--- src/rtl/seg_display_ctrl.sv ---
// Display-source controller: arbitrates the 4-digit BCD bus between the switch operand
// and a GCD result converted by a sequential double-dabble engine, with a minimum hold.
module seg_display_ctrl #(
  parameter int unsigned HOLD_CYCLES = 100000000,
  parameter bit          LZ_BLANK    = 1'b1
) (
  input  logic        clk,
  input  logic        rst,
  input  logic [15:0] in_data,
  input  logic [1:0]  cpu_state,
  input  logic        res_valid,
  input  logic [31:0] res_data,
  output logic        res_ready,
  input  logic        clear,
  output logic [15:0] seg_data_16,
  output logic [1:0]  disp_src,
  output logic        conv_busy,
  output logic        overflow
);

  typedef enum logic [1:0] {StShowIn, StConvert, StShowRes} state_e;

  localparam logic [26:0] HoldInit  = 27'(HOLD_CYCLES - 1);
  localparam logic [3:0]  LastIter  = 4'd13;

  state_e      state_q, state_d;
  logic [13:0] sh_q, sh_d;
  logic [15:0] bcd_q, bcd_d;
  logic [3:0]  iter_q, iter_d;
  logic        sat_q, sat_d;
  logic [26:0] hold_q, hold_d;
  logic [15:0] seg_q, seg_d;
  logic [1:0]  src_q, src_d;
  logic        busy_q, busy_d;
  logic        ovf_q, ovf_d;

  logic        accept;
  logic [15:0] bcd_adj, bcd_step, commit_raw, commit_val;

  assign res_ready = (state_q != StConvert) & ~clear;
  assign accept    = res_valid & res_ready;

  // One double-dabble step: add-3 correction per nibble, then shift in the next binary bit.
  always_comb begin
    bcd_adj = bcd_q;
    for (int i = 0; i < 4; i++) begin
      if (bcd_q[4*i +: 4] >= 4'd5) bcd_adj[4*i +: 4] = bcd_q[4*i +: 4] + 4'd3;
    end
    bcd_step   = {bcd_adj[14:0], sh_q[13]};
    commit_raw = sat_q ? 16'h9999 : bcd_step;
    commit_val = commit_raw;
    if (LZ_BLANK && commit_raw[15:12] == 4'd0) begin
      commit_val[15:12] = 4'hF;
      if (commit_raw[11:8] == 4'd0) begin
        commit_val[11:8] = 4'hF;
        if (commit_raw[7:4] == 4'd0) commit_val[7:4] = 4'hF;
      end
    end
  end

  always_comb begin
    state_d = state_q;
    sh_d    = sh_q;
    bcd_d   = bcd_q;
    iter_d  = iter_q;
    sat_d   = sat_q;
    hold_d  = hold_q;
    seg_d   = seg_q;
    src_d   = src_q;
    busy_d  = busy_q;
    ovf_d   = ovf_q;
    if (clear) begin
      state_d = StShowIn;
      seg_d   = in_data;
      src_d   = 2'd0;
      busy_d  = 1'b0;
      ovf_d   = 1'b0;
    end else if (accept) begin
      // Only 14 bits feed the engine; out-of-range values are flagged and shown as 9999.
      state_d = StConvert;
      sh_d    = res_data[13:0];
      bcd_d   = 16'd0;
      iter_d  = 4'd0;
      sat_d   = res_data > 32'd9999;
      busy_d  = 1'b1;
      src_d   = 2'd2;
    end else begin
      unique case (state_q)
        StShowIn: seg_d = in_data;
        StConvert: begin
          sh_d   = {sh_q[12:0], 1'b0};
          bcd_d  = bcd_step;
          iter_d = iter_q + 4'd1;
          if (iter_q == LastIter) begin
            state_d = StShowRes;
            seg_d   = commit_val;
            ovf_d   = sat_q;
            busy_d  = 1'b0;
            src_d   = 2'd1;
            hold_d  = HoldInit;
          end
        end
        StShowRes: begin
          if (hold_q != 27'd0) begin
            hold_d = hold_q - 27'd1;
          end else if (cpu_state == 2'd0) begin
            state_d = StShowIn;
            seg_d   = in_data;
            src_d   = 2'd0;
          end
        end
        default: state_d = StShowIn;
      endcase
    end
  end

  always_ff @(posedge clk or posedge rst) begin
    if (rst) begin
      state_q <= StShowIn;
      sh_q    <= '0;
      bcd_q   <= '0;
      iter_q  <= '0;
      sat_q   <= 1'b0;
      hold_q  <= '0;
      seg_q   <= 16'hFFFF;
      src_q   <= 2'd0;
      busy_q  <= 1'b0;
      ovf_q   <= 1'b0;
    end else begin
      state_q <= state_d;
      sh_q    <= sh_d;
      bcd_q   <= bcd_d;
      iter_q  <= iter_d;
      sat_q   <= sat_d;
      hold_q  <= hold_d;
      seg_q   <= seg_d;
      src_q   <= src_d;
      busy_q  <= busy_d;
      ovf_q   <= ovf_d;
    end
  end

  assign seg_data_16 = seg_q;
  assign disp_src    = src_q;
  assign conv_busy   = busy_q;
  assign overflow    = ovf_q;

endmodule

--- config.mk ---
export PLATFORM = sky130hd
export DESIGN_NAME = seg_display_ctrl
export DESIGN_NICKNAME = d
export VERILOG_FILES = /design/src/rtl/seg_display_ctrl.sv
export SDC_FILE = /design/constraint.sdc
export NUM_CORES = 1
export LEC_CHECK = 0
export ABC_AREA = 0
export CAP_MARGIN = 25
export CORE_ASPECT_RATIO = 0.75
export CORE_MARGIN = 3
export CORE_UTILIZATION = 45
export DETAILED_ROUTE_END_ITERATION = 8
export GPL_TIMING_DRIVEN = 0
export PLACE_DENSITY = 0.8
export RECOVER_POWER = 100
export SLEW_MARGIN = 0
export SYNTH_ARGS = -nofsm -noshare
export SYNTH_HDL_FRONTEND = slang
export SYNTH_SLANG_ARGS = --single-unit
--- constraint.sdc ---
create_clock -name clk -period 5.2 [get_ports clk]
set_input_delay 0.78 -clock clk [delete_from_list [all_inputs] [get_ports clk]]
set_output_delay 0.78 -clock clk [all_outputs]
set_load 0.01 [all_outputs]
==> run_results.csv <==
group,metric,value,unit
synth,synth.top_cell.area_share,35.9,%
synth,netlist_area,4740,µm²
detailed_routing,routedWlPerCell,16.3,µm
status,outcome,"finished with violations",
cts,tritoncts,"done",
grt,gr-total-overflow,0,
grt,grt_pass1_vias,4199,
cts,cts_max_level,3,
synth,syn_nets,599,
grt,antenna_found_initial,0,
cts,cts_setup_buffers,0,
synth,seq_area_frac_synth,44.8,%
grt,grt_pass1_wl,20200,µm
cts,cts_buffer_depth,2,
sta,setup_viol,0,
setup_path,end_kind,"primary output",
synth,synth_area_leaders,"dfrtp_1, dfstp_2, o21ai_0",
sta,hold_viol_final,0,
layout,antenna_cells,0,
grt,grt_usage,21.1,%
floorplan,coreArea,9970,µm²
setup_path,max_stage_delay,0.62,ns
layout,fin_area,5960,µm²
sta,drv_slew,33,
synth,ys.warnings.count,0,
detailed_routing,antenna_left,0,
grt,grt_max_degree,53,
setup_path,path_class,"in -> out",
min_path,hp-class,"reg -> reg",
layout,drive_gt1_share,7.57,%
place,placed_cell_area,5680,µm²
status,violations,"max-capacitance violations, max-slew violations",
cts,cts_buffers,9,
synth,ys_seq_elements,84,
place,dp_hpwl,9040,µm
detailed_routing,vias,4343,
cts,postCtsHoldBufs,0,
sta,setup_tns,0,ns
detailed_routing,drt-total-wl,12300,µm
detailed_routing,drtPass1Iterations,6,
sta,final.setup_skew,0.0113,ns
cts,cts-root-buf,"clkbuf_16",
setup_path,path_cells,"dlygate4sd3_1, clkbuf_1, clkbuf_1, nor2_1, dlygate4sd3_1",
floorplan,die_y,94.9,µm
cts,cts_resized,0,
sta,post-route-period-util,70.4,%
setup_path,cp-start-kind,"input port",
cts,cts_sinks,84,
power_and_ir_drop,finalPower,0.00181,W
detailed_routing,drt_iter0_markers,366,
sta,worstMarginPinSlew,1.54,ns
sta,slew_headroom,-3.28,%
floorplan,num_rows,31,
setup_path,cp_max_fo,10,
detailed_routing,drcViolationCount,0,
layout,fillerInstances,836,
run,drv_cap,1,
synth,yosysTopAreaCell,"dfrtp_1",
setup_path,critical_path_required,4.42,ns
layout,final_nets,685,
place,gp_congestion,0.871,
synth,syn_inst,530,
layout,multi_input_area,2430,µm²
floorplan,die_x,125,µm
power_and_ir_drop,peakVddDrop,0.183,mV
synth,async_flop_share,100,%
setup_path,slowest_stage,"dlygate4sd3_1",
power_and_ir_drop,power_density,303,nW/µm²
power_and_ir_drop,p_leak,2.34,nW
cts,clock_latency,0.34,ns
sta,clock.fmax,273,MHz
synth,yosysUniqueCellTypes,55,
cts,clkSlewWorstSetupHoldPaths,0.06,ns
layout,regArea,2120,µm²
sta,rsz0062_at_grt,"false",
floorplan,ios,75,
synth,synth_edf_count,0,
place,portBuffers,74,
floorplan,start_util,47.6,%
synth,syn_avg_cell_area,8.94,µm²
synth,synth_ff_type,"dfrtp_1",
floorplan,dieArea,11800,µm²
sta,fin_crit,3.66,ns
setup_path,worstPathArrival,2.88,ns
layout,syn2layout_area_growth,25.7,%
detailed_routing,viasPerCell,5.77,
[cell type report]
cell class / count / share of cell area, %
multi-input cells: 401 / 40.9
flip-flops and latches: 84 / 35.6
repair buffers: 75 / 12.9
clock buffers: 12 / 4.14
well taps: 132 / 2.77
plain buffers: 27 / 1.72
inverters: 18 / 1.16
clock inverters: 4 / 0.819
[cell usage in the layout (no fill, tap or decap), types with 3 or more instances in the layout]
| cell type | instances |
|---|---|
| dfrtp_1 | 68 |
| nand2_1 | 55 |
| o21ai_0 | 53 |
| clkdlybuf4s50_1 | 50 |
| a21oi_1 | 45 |
| nor2_1 | 38 |
| clkbuf_1 | 28 |
| dlygate4sd3_1 | 24 |
| nand3_1 | 18 |
| nor2b_1 | 18 |
| xor2_1 | 18 |
| inv_1 | 17 |
| dfstp_2 | 16 |
| ha_1 | 15 |
| a22oi_1 | 11 |
| nor4_1 | 10 |
| nor3_1 | 10 |
| clkbuf_16 | 9 |
| nand2b_1 | 8 |
| a31oi_1 | 7 |
| or2_2 | 6 |
| nand4b_1 | 6 |
| a22o_1 | 6 |
| xnor2_1 | 5 |
| a21o_1 | 5 |
| nand4_1 | 5 |
| o22ai_1 | 5 |
| or4_1 | 4 |
| and3_1 | 4 |
| nand3b_1 | 4 |
| a211oi_1 | 4 |
| nor3b_1 | 4 |
| mux2i_1 | 4 |
| and3b_1 | 3 |
| or3_1 | 3 |
| and2_1 | 3 |
| mux2_2 | 3 |
[flip-flops by register name, summed over array words and instances (netlist names)]
| signal | cells |
|---|---|
| disp_src | 2 |
| iter_q | 4 |
| bcd_q | 16 |
| sh_q | 14 |
| seg_data_16 | 16 |
| hold_q | 27 |
| state_q | 2 |
| overflow | 1 |
| sat_q | 1 |
| conv_busy | 1 |
[worst paths after layout]
kind | from | to | slack [ns] | cells after the start
worst max register to register | state_q[1] | sh_q[4] | 2.49 | 8
min in group asynchronous | rst | bcd_q[14] | 1.27 | 2
worst min-delay path | disp_src[0] | disp_src[0] | 0.48 | 1
max in group asynchronous | rst | seg_data_16[7] | 3.04 | 3
worst min register to register | disp_src[0] | disp_src[0] | 0.48 | 1
worst max-delay path | clear | res_ready | 1.54 | 5
[kinds of logic after synthesis]
logic type / share of synthesized area (%)
flip-flops: 44.8
AO/OA/AOI/OAI: 18.1
buffers and inverters: 3.64
adder cells (fa/ha/maj): 3.96
AND/OR/NAND/NOR: 23.4
XOR/XNOR: 4.25
multiplexers: 1.87
[critical path, delay by kind of cell]
family                 cells  cell delay [ns]
buffers and inverters      4             2.00
AND/OR/NAND/NOR            1             0.08
[report_power, final]
group	internal [W]	total [W]	switching, W
clock network	0.000385	0.000639	0.000254
logic	0.000165	0.000337	0.000172
registers	0.000759	0.000831	0.0000728
[synth_stat cells (all sizes together) (2+ instances only)]
library cell / count
nor2: 40
mux2i: 4
ha: 15
buf: 3
nor2b: 18
nor3: 11
and2: 3
nand2: 55
a311oi: 2
a211oi: 4
a31oi: 7
or4: 4
a22oi: 11
o21ai: 53
inv: 18
and4: 2
and4b: 2
and3b: 3
a22o: 6
nor3b: 4
nand2b: 8
and3: 4
nand4: 5
nand4b: 6
nand3b: 4
nor4: 10
a21o: 5
or2: 6
dfrtp: 68
or3: 4
a21oi: 45
o31ai: 2
xor2: 18
dfstp: 16
nand3: 18
mux2: 4
clkbuf: 24
o22ai: 5
xnor2: 5
[per-stage QoR]
stage,utilization [%],worst slack [ns],std cells,hold WS [ns]
6_report,59.8,1.54,753,0.475
5_1_grt,59.8,1.37,753,0.505
4_1_cts,59.9,1.73,753,0.483
3_5_place_dp,56.9,1.74,737,0.469
3_3_place_gp,56.6,0.890,736,0.461
2_1_floorplan,-,2.28,530,0.450
[per-layer routing]
metal  track usage, %  vias to the layer above  share of wire [%]  wire (µm)
met3             4.80                       16                6.8        838
met1             29.6                     2086                 46       5630
met2             33.3                      174                 46       5700
met5                0                        -                  0          0
li1                 -                     2067                  -          -
met4             5.20                        0               0.98        120
(Power assumes the default switching activity.)
